===== src/rtl/word_field_reader_if.sv =====
// Handshake bundle for word_field_reader: word input, field output and
// end-of-word summary. The slave view is the unpacker itself; the master
// view is whatever drives words in and consumes fields.
interface word_field_reader_if #(
  parameter int FIELD_W = 5,
  parameter int ROWS    = 3,
  parameter int COLS    = 3
);
  localparam int WORD_W = ROWS * COLS * FIELD_W;

  logic               in_valid;
  logic               in_ready;
  logic [WORD_W-1:0]  in_word;
  logic               out_valid;
  logic               out_ready;
  logic [FIELD_W-1:0] out_field;
  logic [1:0]         out_row;
  logic [1:0]         out_col;
  logic               out_last;
  logic               sum_valid;
  logic [5:0]         sum_value;
  logic               all_ones;

  modport slave (
    input  in_valid, in_word, out_ready,
    output in_ready, out_valid, out_field, out_row, out_col, out_last,
           sum_valid, sum_value, all_ones
  );

  modport master (
    output in_valid, in_word, out_ready,
    input  in_ready, out_valid, out_field, out_row, out_col, out_last,
           sum_valid, sum_value, all_ones
  );
endinterface


===== src/rtl/word_field_reader.sv =====
// Receive-side unpacker: captures one packed field word, emits its fields
// most-significant first with row/column tags, then pulses a popcount summary.
module word_field_reader #(
  parameter int FIELD_W = 5,
  parameter int ROWS    = 3,
  parameter int COLS    = 3
) (
  input  logic                clk,
  input  logic                rst,
  word_field_reader_if.slave  bus
);
  localparam int WORD_W = ROWS * COLS * FIELD_W;

  typedef enum logic {IDLE, EMIT} state_e;

  state_e             state_q, state_d;
  // NOTE: a 2-state register turns any x/z bit of the incoming word into 0.
  bit   [WORD_W-1:0]  word_q, word_d;
  logic [1:0]         row_q, row_d;
  logic [1:0]         col_q, col_d;
  logic [5:0]         acc_q, acc_d;
  logic               sum_valid_q, sum_valid_d;
  logic               rdy_en_q;

  logic               capture;
  logic               advance;
  logic               at_last;
  logic [FIELD_W-1:0] cur_field;
  logic [2:0]         field_pop;

  // The word is shifted left after each field, so the current field is always on top.
  assign cur_field = word_q[WORD_W-1 -: FIELD_W];
  assign field_pop = 3'($countones(cur_field));
  assign at_last   = (row_q == 2'(ROWS)) && (col_q == 2'd1);
  assign capture   = (state_q == IDLE) && rdy_en_q && bus.in_valid;
  assign advance   = (state_q == EMIT) && bus.out_ready;

  // State register; reset wins over any handshake in the same cycle.
  always_ff @(posedge clk) begin
    // NOTE: sequential state uses non-blocking assignments only, so every
    // register samples the pre-edge values regardless of statement order.
    if (rst) state_q <= IDLE;
    else     state_q <= state_d;
  end

  // Next-state logic: one word in, then stay in EMIT until the last field is taken.
  always_comb begin
    // NOTE: default first so no path through the case leaves state_d unassigned (no latch).
    state_d = state_q;
    unique case (state_q)
      IDLE:    if (capture)            state_d = EMIT;
      EMIT:    if (advance && at_last) state_d = IDLE;
      default: state_d = IDLE;
    endcase
  end

  // Datapath next values: load on capture, shift and accumulate on each field handshake.
  always_comb begin
    word_d      = word_q;
    row_d       = row_q;
    col_d       = col_q;
    acc_d       = acc_q;
    sum_valid_d = 1'b0;
    if (capture) begin
      word_d = bus.in_word;
      row_d  = 2'd1;
      col_d  = 2'(COLS);
      acc_d  = '0;
    end else if (advance) begin
      word_d      = word_q << FIELD_W;
      acc_d       = acc_q + 6'(field_pop);
      sum_valid_d = at_last;
      if (col_q == 2'd1) begin
        col_d = 2'(COLS);
        row_d = row_q + 2'd1;
      end else begin
        col_d = col_q - 2'd1;
      end
    end
  end

  // Datapath registers; rdy_en_q keeps in_ready low until the first edge after reset.
  always_ff @(posedge clk) begin
    if (rst) begin
      word_q      <= '0;
      row_q       <= '0;
      col_q       <= '0;
      acc_q       <= '0;
      sum_valid_q <= 1'b0;
      rdy_en_q    <= 1'b0;
    end else begin
      word_q      <= word_d;
      row_q       <= row_d;
      col_q       <= col_d;
      acc_q       <= acc_d;
      sum_valid_q <= sum_valid_d;
      rdy_en_q    <= 1'b1;
    end
  end

  // Outputs: field and tags are forced to zero outside EMIT.
  always_comb begin
    bus.in_ready  = (state_q == IDLE) && rdy_en_q;
    bus.out_valid = (state_q == EMIT);
    bus.out_field = '0;
    bus.out_row   = '0;
    bus.out_col   = '0;
    bus.out_last  = 1'b0;
    if (state_q == EMIT) begin
      bus.out_field = cur_field;
      bus.out_row   = row_q;
      bus.out_col   = col_q;
      bus.out_last  = at_last;
    end
    bus.sum_valid = sum_valid_q;
    bus.sum_value = acc_q;
    bus.all_ones  = (acc_q == 6'(WORD_W));
  end
endmodule


===== src/flat_wrapper.sv =====
// flat-port wrapper written by rule: the top's interface ports become plain ports
module word_field_reader_flat 
#(
  parameter int FIELD_W = 5,
  parameter int ROWS    = 3,
  parameter int COLS    = 3
)
  (clk, rst, bus_in_valid, bus_in_word, bus_out_ready, bus_in_ready, bus_out_valid, bus_out_field, bus_out_row, bus_out_col, bus_out_last, bus_sum_valid, bus_sum_value, bus_all_ones);
  word_field_reader_if #(.FIELD_W(FIELD_W), .ROWS(ROWS), .COLS(COLS)) bus_i ();
  input  logic clk;
  input  logic rst;
  input wire logic [$bits(bus_i.in_valid)-1:0] bus_in_valid;
  input wire logic [$bits(bus_i.in_word)-1:0] bus_in_word;
  input wire logic [$bits(bus_i.out_ready)-1:0] bus_out_ready;
  output wire logic [$bits(bus_i.in_ready)-1:0] bus_in_ready;
  output wire logic [$bits(bus_i.out_valid)-1:0] bus_out_valid;
  output wire logic [$bits(bus_i.out_field)-1:0] bus_out_field;
  output wire logic [$bits(bus_i.out_row)-1:0] bus_out_row;
  output wire logic [$bits(bus_i.out_col)-1:0] bus_out_col;
  output wire logic [$bits(bus_i.out_last)-1:0] bus_out_last;
  output wire logic [$bits(bus_i.sum_valid)-1:0] bus_sum_valid;
  output wire logic [$bits(bus_i.sum_value)-1:0] bus_sum_value;
  output wire logic [$bits(bus_i.all_ones)-1:0] bus_all_ones;
  assign bus_i.in_valid = bus_in_valid;
  assign bus_i.in_word = bus_in_word;
  assign bus_i.out_ready = bus_out_ready;
  assign bus_in_ready = bus_i.in_ready;
  assign bus_out_valid = bus_i.out_valid;
  assign bus_out_field = bus_i.out_field;
  assign bus_out_row = bus_i.out_row;
  assign bus_out_col = bus_i.out_col;
  assign bus_out_last = bus_i.out_last;
  assign bus_sum_valid = bus_i.sum_valid;
  assign bus_sum_value = bus_i.sum_value;
  assign bus_all_ones = bus_i.all_ones;
  word_field_reader #(.FIELD_W(FIELD_W), .ROWS(ROWS), .COLS(COLS)) u_core (.clk(clk), .rst(rst), .bus(bus_i));
endmodule

===== config.mk =====
export PLATFORM = sky130hd
export DESIGN_NAME = word_field_reader_flat
export DESIGN_NICKNAME = d
export VERILOG_FILES = /design/src/rtl/word_field_reader_if.sv /design/src/rtl/word_field_reader.sv /design/src/flat_wrapper.sv
export SDC_FILE = /design/constraint.sdc
export NUM_CORES = 1
export LEC_CHECK = 0
export ABC_AREA = 0
export CAP_MARGIN = 0
export CORE_ASPECT_RATIO = 0.9
export CORE_UTILIZATION = 48
export CTS_CLUSTER_DIAMETER = 200
export DETAILED_ROUTE_END_ITERATION = 10
export PLACE_DENSITY = 0.82
export SYNTH_ARGS = -nofsm -noshare
export SYNTH_HDL_FRONTEND = slang
export SYNTH_SLANG_ARGS = --single-unit

===== constraint.sdc =====
create_clock -name clk -period 3 [get_ports clk]
set_clock_uncertainty 0.1 [all_clocks]
set_input_delay 0.75 -clock clk [delete_from_list [all_inputs] [get_ports clk]]
set_output_delay 0.75 -clock clk [all_outputs]
set_load 0.005 [all_outputs]

==> impl_metrics.ini, run 1 <==
[run_status]
status = finished, final reports clean

[worst_setup_path]
cp_num_buf_inv = 1
crit_family = adder cells
critPathKind = flip-flop to flip-flop
arrival_ps = 2800
worstPathRequired_ps = 3120
slowest_delay_ps = 500
critPathLaunchType = flip-flop
slowest_stage = fa_1
cp_common_cell = fa_1
end_kind = flip-flop
crit_fanout = 3
crit_chain = ha_1, inv_1, fa_1, fa_1, fa_1, nor2b_1, o211ai_1, xor2_1, nor2_1

[cts]
clk_path_buf_depth = 2
cts_tree = done
root_buffer = clkbuf_8
h-tree-depth = 3
clkSinkCount = 58
cts_inserted_buffers = 9
post_cts_resized = 0
post_cts_buffers = 0
cts_hold_buffers = 0
clk_pin_slew_worst_paths_ps = 60
worstSkewPairLatency_ps = 340

[synth]
ys_ff_latch = 58
yosysTopAreaCell = dfxtp_1
synth-simple-area-share_pct = 25.6
ys_seq_area_share_pct = 43.7
synth_mux_area_share_pct = 0
synth.distinct_cells = 30
syn_nets = 391
synth_top_family_by_area = simple AND/OR/NAND/NOR gates
syn_inst = 333
syn_area_mm2 = 0.00266
synth_compound_area_share_pct = 17.6
synthAdderAreaFrac_pct = 5.08
avgSynthCellArea_um2 = 7.99
synth-xor-area-share_pct = 1.32
ys_top_cells_by_area = dfxtp_1 (44%), nand2_1 (12%), a311oi_1 (12%), nor2_1 (5.8%), a21oi_1 (3.8%)
ys.warnings.count = 0
synth_top_area_share_pct = 43.7

[cells_and_area]
multi_input_area_mm2 = 0.00132
layout.cells.non_filler = 462
area_growth_pct = 32.5
antenna_cells = 0
seq_area_mm2 = 0.00116
fin_nets = 450
layout_commonest_cell = nand2_1
layout-drive-gt1-share_pct = 6.33
fillers = 460
layout_common_cells = nand2_1 (87), clkdlybuf4s50_1 (67), dfxtp_1 (58), nor2_1 (41), a311oi_1 (35)

[global_route]
grtUsageTotal_pct = 24.1
grt_overflow = 0
grt_pass1_wl_um = 10600
grt_pass1_vias = 2239
antenna_found_initial = 0
grt_max_degree = 51

[floorplan]
initial_core_util_pct = 50.3
fp.dieArea_mm2 = 0.00584
rows = 25
core_mm2 = 0.00529
die_h_um = 72.6
io_pins = 69
die_w_um = 80.5

[sta]
setup_viol_count_final = 0
fin_crit_ps = 2680
max-slew-margin-rel_pct = 65.4
hold_violations = 0
tightest_slew_ps = 518
fmaxAchievable_mhz = 373
timing.setup.tns_ps = 0
finalCritPeriodShare_pct = 89.4
slew_viol_final = 0
rsz0062_at_grt = no

[route]
route.detailed.drc = 0
dr.pass1.iters = 5
drtIter0Drc = 186
ant_nets = 0
vias_per_cell = 5.42
wire_per_inst_um = 14.0
vias = 2503
wl_um = 6480

[place]
dp.cells = 448
dp_hpwl_um = 4380
port_buffers = 68
gp_congestion = 0.875

[pwr]
p_leak_nw = 1.27
power_density_mw_per_mm2 = 480
peakVddDrop_v = 0.000295

[job]
drv_cap = 0

[worst_hold_path]
hp-class = flip-flop to flip-flop
area by class of cell:
cell class                 instances  area share [%]
clock buffer                      10            3.91
timing repair buffer              74            21.5
sequential                        58            33.0
tap                               67            2.38
inverter                          11            1.17
multi-input combinational        238            37.5
clock inverter                     4           0.568
synth_stat cells, drive strengths merged:
library cell,instances
xnor2,2
nand2,88
ha,6
a21oi,20
inv,11
nor3b,1
a22oi,5
dfxtp,58
and3b,1
a311oi,35
o21ai,2
nor3,2
xor2,2
nand3,9
clkbuf,9
fa,3
nor2,42
nand4,2
and3,1
o211ai,1
nand3b,1
and2,10
buf,17
a211oi,1
nor2b,4
path summary, 6_finish.rpt:
| kind | endpoint | slack (ps) | cells after the start | startpoint |
|---|---|---|---|---|
| worst max-delay path | u_core.bus.sum_value[4] | 320 | 9 | u_core.word_q[42] |
| worst min-delay path | u_core.word_q[30] | 360 | 2 | u_core.word_q[30] |
| worst max register to register | u_core.bus.sum_value[4] | 320 | 9 | u_core.word_q[42] |
| worst min register to register | u_core.word_q[30] | 360 | 2 | u_core.word_q[30] |
metrics by stage:
| step | worst slack (ps) | util (%) | instance area, µm² | hold slack (ps) | power (W) |
|---|---|---|---|---|---|
| finish | 317 | 66.7 | 3520 | 358 | 0.00169 |
| detailed placement | 320 | 63.7 | 3370 | 354 | 0.00111 |
| global placement | 408 | 63.7 | 3370 | 345 | 0.00111 |
| global route | 236 | 66.7 | 3520 | 383 | 0.00178 |
| floorplan | 476 | - | 2660 | 337 | 0.000996 |
| CTS | 312 | 66.7 | 3520 | 356 | 0.00170 |
worst min-delay path: cells and delay by family, from the launching register on:
kind	cells	cell delay, ps
compound gates	1	50
simple gates	1	50
flops	1	310
registers in the layout (all words and copies together), names as in the netlist:
signal and cells:
u_core.bus.sum_value 6, u_core.word_q 45, u_core.rdy_en_q 1, u_core.row_q 2, u_core.col_q 2, u_core.bus.sum_valid 1, u_core.bus.out_valid 1
cells by family (layout without fill, tap and decap cells):
| kind of cell | Yosys count | after routing |
|---|---|---|
| adder cells (fa/ha/maj) | 9 | 9 |
| flip-flops | 58 | 58 |
| buffers and inverters | 37 | 99 |
| AND/OR/NAND/NOR | 161 | 161 |
| XOR/XNOR | 4 | 4 |
| AO/OA/AOI/OAI | 64 | 64 |
routing by layer:
layer | global-route usage (%) | up-vias | routed length, µm
met5 | 0 | - | 0
met4 | 13.3 | 0 | 124
met3 | 5.00 | 12 | 306
met2 | 35.9 | 72 | 3030
met1 | 32.5 | 1165 | 3020
li1 | - | 1254 | -
report_power, final:
part / switching [W] / leakage (nW) / internal [W]
logic: 0.000117 / 0.707 / 0.000127
clock network: 0.000287 / 0.0875 / 0.000306
registers: 0.0000331 / 0.476 / 0.000820
No activity file was read; power rests on OpenSTA's default activity.
==> inputs of run 2 (changes only) <==
- CTS_CLUSTER_DIAMETER: 200 -> unset
==> results of run 2 <==
Final layout, timing and power as in run 1 (identical DEF).
==> inputs of run 3 (changes only) <==
- CTS_CLUSTER_SIZE: unset -> 25
==> results of run 3 <==
Final layout, timing and power as in run 1 (identical DEF).
